## src/rtl/timer_counter_array.sv

```systemverilog
// Multi-channel up/down timer/counter array: per-channel prescaler, one-shot/auto-reload, software load, cascade.
// Optional capture unit enabled by defining TIMER_CAPTURE_EN.
module timer_counter_array #(
    parameter int NUM_CH  = 2,
    parameter int CNT_W   = 32,
    parameter int PRESC_W = 8
) (
    input  logic                      clk,
    input  logic                      rst_n,
    input  logic [NUM_CH-1:0]         i_en,
    input  logic [NUM_CH-1:0]         i_reload,
    input  logic [NUM_CH-1:0]         i_count_up,
    input  logic [NUM_CH-1:0]         i_cascade,
    input  logic [NUM_CH-1:0]         i_sw_load,
    input  logic [NUM_CH*CNT_W-1:0]   i_load_value,
    input  logic [NUM_CH*CNT_W-1:0]   i_compare_value,
    input  logic [NUM_CH*PRESC_W-1:0] i_prescale,
    output logic [NUM_CH*CNT_W-1:0]   o_value,
    output logic [NUM_CH-1:0]         o_done,
`ifdef TIMER_CAPTURE_EN
    output logic [NUM_CH-1:0]         o_running,
    input  logic [NUM_CH-1:0]         i_capture,
    output logic [NUM_CH*CNT_W-1:0]   o_capture_value,
    output logic [NUM_CH-1:0]         o_capture_valid
`else
    output logic [NUM_CH-1:0]         o_running
`endif
);

    typedef enum logic [1:0] {
        ST_IDLE = 2'd0,
        ST_RUN  = 2'd1,
        ST_HALT = 2'd2
    } state_e;

    state_e             state_q [NUM_CH];
    state_e             state_d [NUM_CH];
    logic [CNT_W-1:0]   value_q [NUM_CH];
    logic [CNT_W-1:0]   value_d [NUM_CH];
    logic [PRESC_W-1:0] presc_q [NUM_CH];
    logic [PRESC_W-1:0] presc_d [NUM_CH];
    logic [NUM_CH-1:0]  done_q;
    logic [NUM_CH-1:0]  done_d;
    logic [NUM_CH-1:0]  tick;
    logic [NUM_CH:0]    done_chain;

    // Modulo-2^CNT_W step; wrap in both directions falls out of the fixed width.
    function automatic logic [CNT_W-1:0] count_step(input logic [CNT_W-1:0] v, input logic up);
        return up ? (v + CNT_W'(1)) : (v - CNT_W'(1));
    endfunction

    function automatic logic is_cascaded(input int k, input logic casc_bit);
        return (k != 0) && casc_bit;
    endfunction

    // done_chain[k] is the done pulse of channel k-1; channel 0 sees a constant 0.
    assign done_chain = {done_q, 1'b0};

    always_comb begin
        tick   = '0;
        done_d = '0;
        for (int k = 0; k < NUM_CH; k++) begin
            state_d[k] = state_q[k];
            value_d[k] = value_q[k];
            presc_d[k] = presc_q[k];

            if (is_cascaded(k, i_cascade[k])) begin
                tick[k] = done_chain[k];
            end else begin
                tick[k] = (presc_q[k] == i_prescale[k*PRESC_W +: PRESC_W]);
            end

            if (!i_en[k]) begin
                state_d[k] = ST_IDLE;
                value_d[k] = i_load_value[k*CNT_W +: CNT_W];
                presc_d[k] = '0;
            end else begin
                case (state_q[k])
                    ST_IDLE: begin
                        state_d[k] = ST_RUN;
                        value_d[k] = i_load_value[k*CNT_W +: CNT_W];
                        presc_d[k] = '0;
                    end
                    ST_RUN: begin
                        if (i_sw_load[k]) begin
                            value_d[k] = i_load_value[k*CNT_W +: CNT_W];
                            presc_d[k] = '0;
                        end else begin
                            // Prescaler is bypassed and parked at 0 while cascaded.
                            if (is_cascaded(k, i_cascade[k]) || tick[k]) begin
                                presc_d[k] = '0;
                            end else begin
                                presc_d[k] = presc_q[k] + PRESC_W'(1);
                            end
                            if (tick[k]) begin
                                if (value_q[k] == i_compare_value[k*CNT_W +: CNT_W]) begin
                                    done_d[k] = 1'b1;
                                    if (i_reload[k]) begin
                                        value_d[k] = i_load_value[k*CNT_W +: CNT_W];
                                    end else begin
                                        state_d[k] = ST_HALT;
                                    end
                                end else begin
                                    value_d[k] = count_step(value_q[k], i_count_up[k]);
                                end
                            end
                        end
                    end
                    ST_HALT: begin
                        presc_d[k] = '0;
                        if (i_sw_load[k]) begin
                            state_d[k] = ST_RUN;
                            value_d[k] = i_load_value[k*CNT_W +: CNT_W];
                        end
                    end
                    default: begin
                        state_d[k] = ST_IDLE;
                        value_d[k] = i_load_value[k*CNT_W +: CNT_W];
                        presc_d[k] = '0;
                    end
                endcase
            end
        end
    end

    always_ff @(posedge clk or negedge rst_n) begin
        if (!rst_n) begin
            for (int k = 0; k < NUM_CH; k++) begin
                state_q[k] <= ST_IDLE;
                value_q[k] <= '0;
                presc_q[k] <= '0;
            end
            done_q <= '0;
        end else begin
            for (int k = 0; k < NUM_CH; k++) begin
                state_q[k] <= state_d[k];
                value_q[k] <= value_d[k];
                presc_q[k] <= presc_d[k];
            end
            done_q <= done_d;
        end
    end

    always_comb begin
        o_value   = '0;
        o_running = '0;
        for (int k = 0; k < NUM_CH; k++) begin
            o_value[k*CNT_W +: CNT_W] = value_q[k];
            o_running[k]              = (state_q[k] == ST_RUN);
        end
    end

    assign o_done = done_q;

`ifdef TIMER_CAPTURE_EN
    logic [NUM_CH-1:0] cap_prev_q;
    logic [NUM_CH-1:0] cap_valid_q;
    logic [NUM_CH-1:0] cap_valid_d;
    logic [CNT_W-1:0]  cap_val_q [NUM_CH];
    logic [CNT_W-1:0]  cap_val_d [NUM_CH];

    always_comb begin
        cap_valid_d = '0;
        for (int k = 0; k < NUM_CH; k++) begin
            cap_val_d[k] = cap_val_q[k];
            if (i_capture[k] && !cap_prev_q[k] && (state_q[k] != ST_IDLE)) begin
                cap_val_d[k]   = value_q[k];
                cap_valid_d[k] = 1'b1;
            end
        end
    end

    always_ff @(posedge clk or negedge rst_n) begin
        if (!rst_n) begin
            cap_prev_q  <= '0;
            cap_valid_q <= '0;
            for (int k = 0; k < NUM_CH; k++) begin
                cap_val_q[k] <= '0;
            end
        end else begin
            cap_prev_q  <= i_capture;
            cap_valid_q <= cap_valid_d;
            for (int k = 0; k < NUM_CH; k++) begin
                cap_val_q[k] <= cap_val_d[k];
            end
        end
    end

    always_comb begin
        o_capture_value = '0;
        for (int k = 0; k < NUM_CH; k++) begin
            o_capture_value[k*CNT_W +: CNT_W] = cap_val_q[k];
        end
    end

    assign o_capture_valid = cap_valid_q;
`endif

endmodule
```

## config.mk

```make
export PLATFORM = sky130hd
export DESIGN_NAME = timer_counter_array
export DESIGN_NICKNAME = d
export VERILOG_FILES = /design/src/rtl/timer_counter_array.sv
export SDC_FILE = /design/constraint.sdc
export NUM_CORES = 1
export LEC_CHECK = 0
export ABC_AREA = 1
export BUFFER_PORTS_ARGS = -buffer_cell sky130_fd_sc_hd__buf_2
export CAP_MARGIN = 20
export CORE_AREA = 4 4 158 145
export CTS_CLUSTER_DIAMETER = 60
export DETAILED_ROUTE_END_ITERATION = 8
export DIE_AREA = 0 0 162 149
export GPL_TIMING_DRIVEN = 1
export PLACE_DENSITY = 0.76
export SLEW_MARGIN = 20
export SYNTH_ARGS = -nofsm -noshare
export SYNTH_HDL_FRONTEND = slang
export SYNTH_SLANG_ARGS = --single-unit
```

## constraint.sdc

```tcl
create_clock -name clk -period 2.05 [get_ports clk]
set_clock_uncertainty 0.1 [all_clocks]
set_input_delay 0.1025 -clock clk [delete_from_list [all_inputs] [get_ports clk]]
set_output_delay 0.1025 -clock clk [all_outputs]
set_load 0.02 [all_outputs]
```

Word-level counts from Yosys, hierarchy flattened
Cells that the tools add are included.
W data, S select, Z words.

word-level totals
  register bits = 86
  bits of input ports = 156
  output and inout port bits = 68
  word-level logic and storage cells = 91

cells by class
  add/subtract/negate cells = 6
  equal/unequal tests = 22
  multiplexer cells = 49
  reductions and logical operators = 7

operators with widths
  operator                 count
  $mux W32                 14
  $pmux W32 S2             2
  $add A32 B1 Y32 const B  2
  $eq A32 B32 Y1           2
  $mux W8                  8
  $sub A32 B1 Y32 const B  2
  $mux W2                  12
  $ne A3 B3 Y1 const B     6
  $add A8 B1 Y8 const B    2
  $eq A8 B8 Y1             2
  $ne A3 B2 Y1 const B     4
  $pmux W2 S3              2
  $mux W1                  11
  $ne A5 B5 Y1 const B     2
  $reduce_and A5 Y1        2
  $ne A4 B3 Y1 const B     2
  $reduce_and A3 Y1        2
  $eq A2 B1 Y1 const B     2
  $eq A2 B2 Y1 const B     2
  $logic_not A2 Y1         2
  $logic_or A1 B1 Y1       1

Depth between registers and ports, before layout
  depth after elaboration = 7
  depth in mapped cells = 16
  mapped depth without buffers = 16

Worst setup path after synthesis
No wires, ideal clock.

  path kind = input to register
  start = input i_count_up[0]
  end = register value_q (netlist bit o_value[30])
  library setup time = 0.117 ns
  arrival = 2.115 ns
  required time = 1.833 ns
  slack = -0.281 ns
  cell stages on the path = 14
  path buffers = 0
  cells stage by stage = inv_1 > ha_1 > or2_2 > and2_1 > nand2_1 > nand2_1 > nand2_1 > nand2_1 > nand2_1 > nand2_1 > nand2_1 > nand3_1 > nand2_1 > nand2_1

on the way
  cells in the longest elaborated chain, start to end = 6

RTL lines
  element                        line  RTL
  start, declared                12    input logic [NUM_CH-1:0] i_count_up,
  $mux W32                       49    return up ? (v + CNT_W'(1)) : (v - CNT_W'(1));
  $mux W32                       96    if (value_q[k] == i_compare_value[k*CNT_W +: CNT_W]) begin
  $mux W32                       95    if (tick[k]) begin
  $mux W32                       85    if (i_sw_load[k]) begin
  $pmux W32 S2                   78    case (state_q[k])
  $mux W32                       73    if (!i_en[k]) begin
  end signal, assigned by index  137   value_q[k] <= value_d[k];
  end, declared                  38    logic [CNT_W-1:0] value_q [NUM_CH];

Every way passes these cells. The select of a mux whose other input is x is not followed.
A chain may end at the register's enable or synchronous reset.

Worst setup path in the final report
  start = register value_q (netlist bit o_value[37])
  end = register value_q (netlist bit o_value[42])

on the way
  cells in the longest elaborated chain, start to end = 7
  elaborated cells on any way between the ends = 11
  classes of those cells = 2 x add/sub; 2 x eq/ne; 6 x mux; 1 x reduce/logical

RTL lines
  element                                             line
  $sub A32 B1 Y32 or $add A32 B1 Y32 (tied branches)  49
  $mux W32                                            49
  $mux W32                                            96
  $mux W32                                            95
  $mux W32                                            85
  $pmux W32 S2                                        78
  $mux W32                                            73

Parallel ways exist; a longest one is shown, timed or not. The select of a mux whose other input is x is not followed.

==> reports/results.tsv <==
metric	value	unit
outcome	finished with violations	
violated checks	negative setup slack	
Die Footprint	0.0241	mm²
width of the die	162	µm
synth top area cells	nand2_1 (29%), dfrtp_1 (20%), inv_1 (13%)	
first-pass GRT wire length	67500	µm
Max Slew Vio Count	0	
clk slew on worst S/H paths	90	ps
flops & latches, synth	86	
Worst EP required	2260	ps
Worst setup SP type	flop	
largest area contributor in the netlist	nand2_1	
CTS Sinks	86	
leakage	0.00970	µW
commonest non-fill, non-tap cells in the layout	nand2_1 (677), inv_1 (361), buf_2 (221)	
fin crit share	113	%
Finished Cell Area	0.0177	mm²
Final Hold Fails	0	
gpl congestion	0.985	
initial cell density of the core	51.0	%
Via density	5.51	
Worst Tran Pin Value	593	ps
sw frac	48.3	%
CTS H-Tree Depth	3	
CTS Root Cell	clkbuf_16	
crit path max fanout	8	
ys flop type	dfrtp_1	
sequential area share after synthesis	19.8	%
Layout Utilization	82.8	%
fill count	1345	
combinational fraction of design power	67.5	%
Layout Cells excl Fill	2797	
Synth top area share	28.5	%
core area	0.0213	mm²
max_cap viols	0	
sequential share of power	18.2	%
clock latency on the worst-skew pair	380	ps
share of cells above drive strength 1	37.4	%
Avg Synthesized Cell Area	5.54	µm²
DRT Wirelength	51200	µm
PortBufs	222	
Sequential Area	0.00218	mm²
asr flop ratio synth	100	%
setup_tns	-8320	ps
worst-case clock buffer depth	2	
commonest non-fill, non-tap cell in the layout	nand2_1	
Cell Area, Placed	0.0138	mm²
drt pass-1 iters	6	
Die Y	149	µm
cells after synthesis	1962	
GRT Total Usage	34.8	%
hold_ws	1.61	ps
Placed Cells	2656	
P_sw	6000	µW
IR drop worst, VDD	0.490	mV
total grt overflow	0	
vias in the first global route	13900	
total internal power	6420	µW
YS warnings	0	
Yosys cell types	39	
Syn Nets	2182	
CP Capture Type	flop	
Syn-to-layout area delta	62.5	%
1st-iter DRT viols	1510	
number of synthesized flops with an enable pin	0	
CTS tree	done	
power density over cell area	704	mW/mm²
HPWL after DPL	31600	µm
hold crit path type	in -> reg	
I/O Pins	224	
pin count of the biggest net entering global routing	44	
crit path DAT	2530	ps
Clock Power Share	14.4	%
post-layout min period	2320	ps
antenna violations before repair	3	
multi-input logic area	0.00913	mm²
Nets	2718	
Setup violations, final	66	
Rel. slew slack	60.1	%
RSZ-0062 raised after global routing	true	
setup ws final	-272	ps
CTS Buf Count	9	
Std-Cell Rows	51	
post-synthesis instance area	0.0109	mm²
Avg WL per Cell	18.3	µm
fmax	0.431	GHz
post-route ant nets	0	
critical setup path kind	reg -> reg	
routed via count	15400	
DRC Markers	0	
==> kinds of logic (layout without fill, tap and decap cells) <==
group           Yosys count  count (layout)  synth area share [%]
simple gates           1219            1221                  45.7
buf+inv                 408             947                  15.3
compound gates          104             104                  5.23
flops                    86              86                  19.8
xor+xnor                 81              81                  6.53
fa+ha+maj                64              64                  7.51
other cells               0               3                     0
==> cell type report <==
class / count / share of cell area (%)
Antenna cell: 3 / 0.0425
Clock buffer: 9 / 1.28
Clock inverter: 7 / 0.418
Inverter: 385 / 8.31
Multi-Input combinational cell: 1470 / 51.7
Sequential cell: 86 / 12.3
Tap cell: 291 / 2.06
Timing Repair Buffer: 546 / 23.9
==> final timing paths <==
kind	startpoint	endpoint	slack, ps	depth (start not counted)
min in group asynchronous	rst_n	o_value[36]$_DFFE_PN0P_	70	2
setup reg to reg	o_value[37]$_DFFE_PN0P_	o_value[42]$_DFFE_PN0P_	-270	16
hold reg to reg	presc_q[8]$_DFF_PN0_	presc_q[8]$_DFF_PN0_	400	1
setup / recovery	o_value[37]$_DFFE_PN0P_	o_value[42]$_DFFE_PN0P_	-270	16
hold / removal	i_load_value[25]	o_value[25]$_DFFE_PN0P_	2	5
max in group asynchronous	rst_n	o_value[23]$_DFFE_PN0P_	1080	3
==> power groups by stage <==
| stage | logic [µW] | registers (µW) | clock network (µW) |
|---|---|---|---|
| floorplan | 3320 | 2500 | 0 |
| global placement | 6050 | 2170 | 0 |
| detailed placement | 6130 | 2190 | 0 |
| CTS | 6770 | 2180 | 1780 |
| global route | 8920 | 2280 | 1840 |
| finish | 8380 | 2260 | 1780 |
==> cell usage after synthesis, types with 3 or more instances <==
library cell,instances
ha_1,62
dfrtp_1,86
a21oi_1,59
xor2_1,26
buf_6,13
nor2_2,3
nor4_1,3
nand3b_1,6
nand4_1,25
nand3_1,119
inv_1,380
and2_1,5
o21ai_0,21
xnor2_1,55
nor2_4,3
nor3b_1,5
buf_2,4
o211ai_1,9
nand2_1,826
nor2_1,193
o21ai_1,6
nor3_1,17
or2_2,5
buf_4,5
o21bai_1,5
==> flip-flops by register name, indices dropped and copies added, names as in the netlist <==
| name | flops |
|---|---|
| o_done | 2 |
| o_value | 64 |
| state_q | 4 |
| presc_q | 16 |
==> layer usage <==
| metal | wire, µm | global-route usage (%) | up-vias | part of all wire [%] |
|---|---|---|---|---|
| li1 | - | - | 7028 | - |
| met4 | 4440 | 17.9 | 0 | 8.7 |
| met2 | 24400 | 61.7 | 996 | 48 |
| met1 | 17900 | 41.4 | 7030 | 35 |
| met3 | 4480 | 4.70 | 365 | 8.7 |
| met5 | 0 | 0 | - | 0 |
==> critical path, stage by stage, from the launching register on <==
cell	delay, ps
dfrtp_1	420
inv_1	60
nand2_1	80
nand2_1	70
nor2_2	190
inv_1	90
nor2_1	160
nand2_1	100
nor2_2	110
buf_6	140
nand2_8	70
nand2_8	160
buf_16	180
nand2_1	60
o21ai_0	110
nand2_2	90
nand2_1	70
==> timing repair <==
item,CTS,global route
pin swaps,41,145
hold endpoints to repair,147,0
endpoints found under the setup margin,62,68
gates resized for setup,157,371
cloned,4,14
hold buffers,62,0
setup buffers,21,25
==> stage by stage <==
step                setup slack, ps  power (µW)
floorplan                      -131        5830
global placement               -300        8220
detailed placement             -349        8320
CTS                           -15.3       10700
global route                   -345       13000
finish                         -272       12400
No activity file was read; power rests on OpenSTA's default activity.
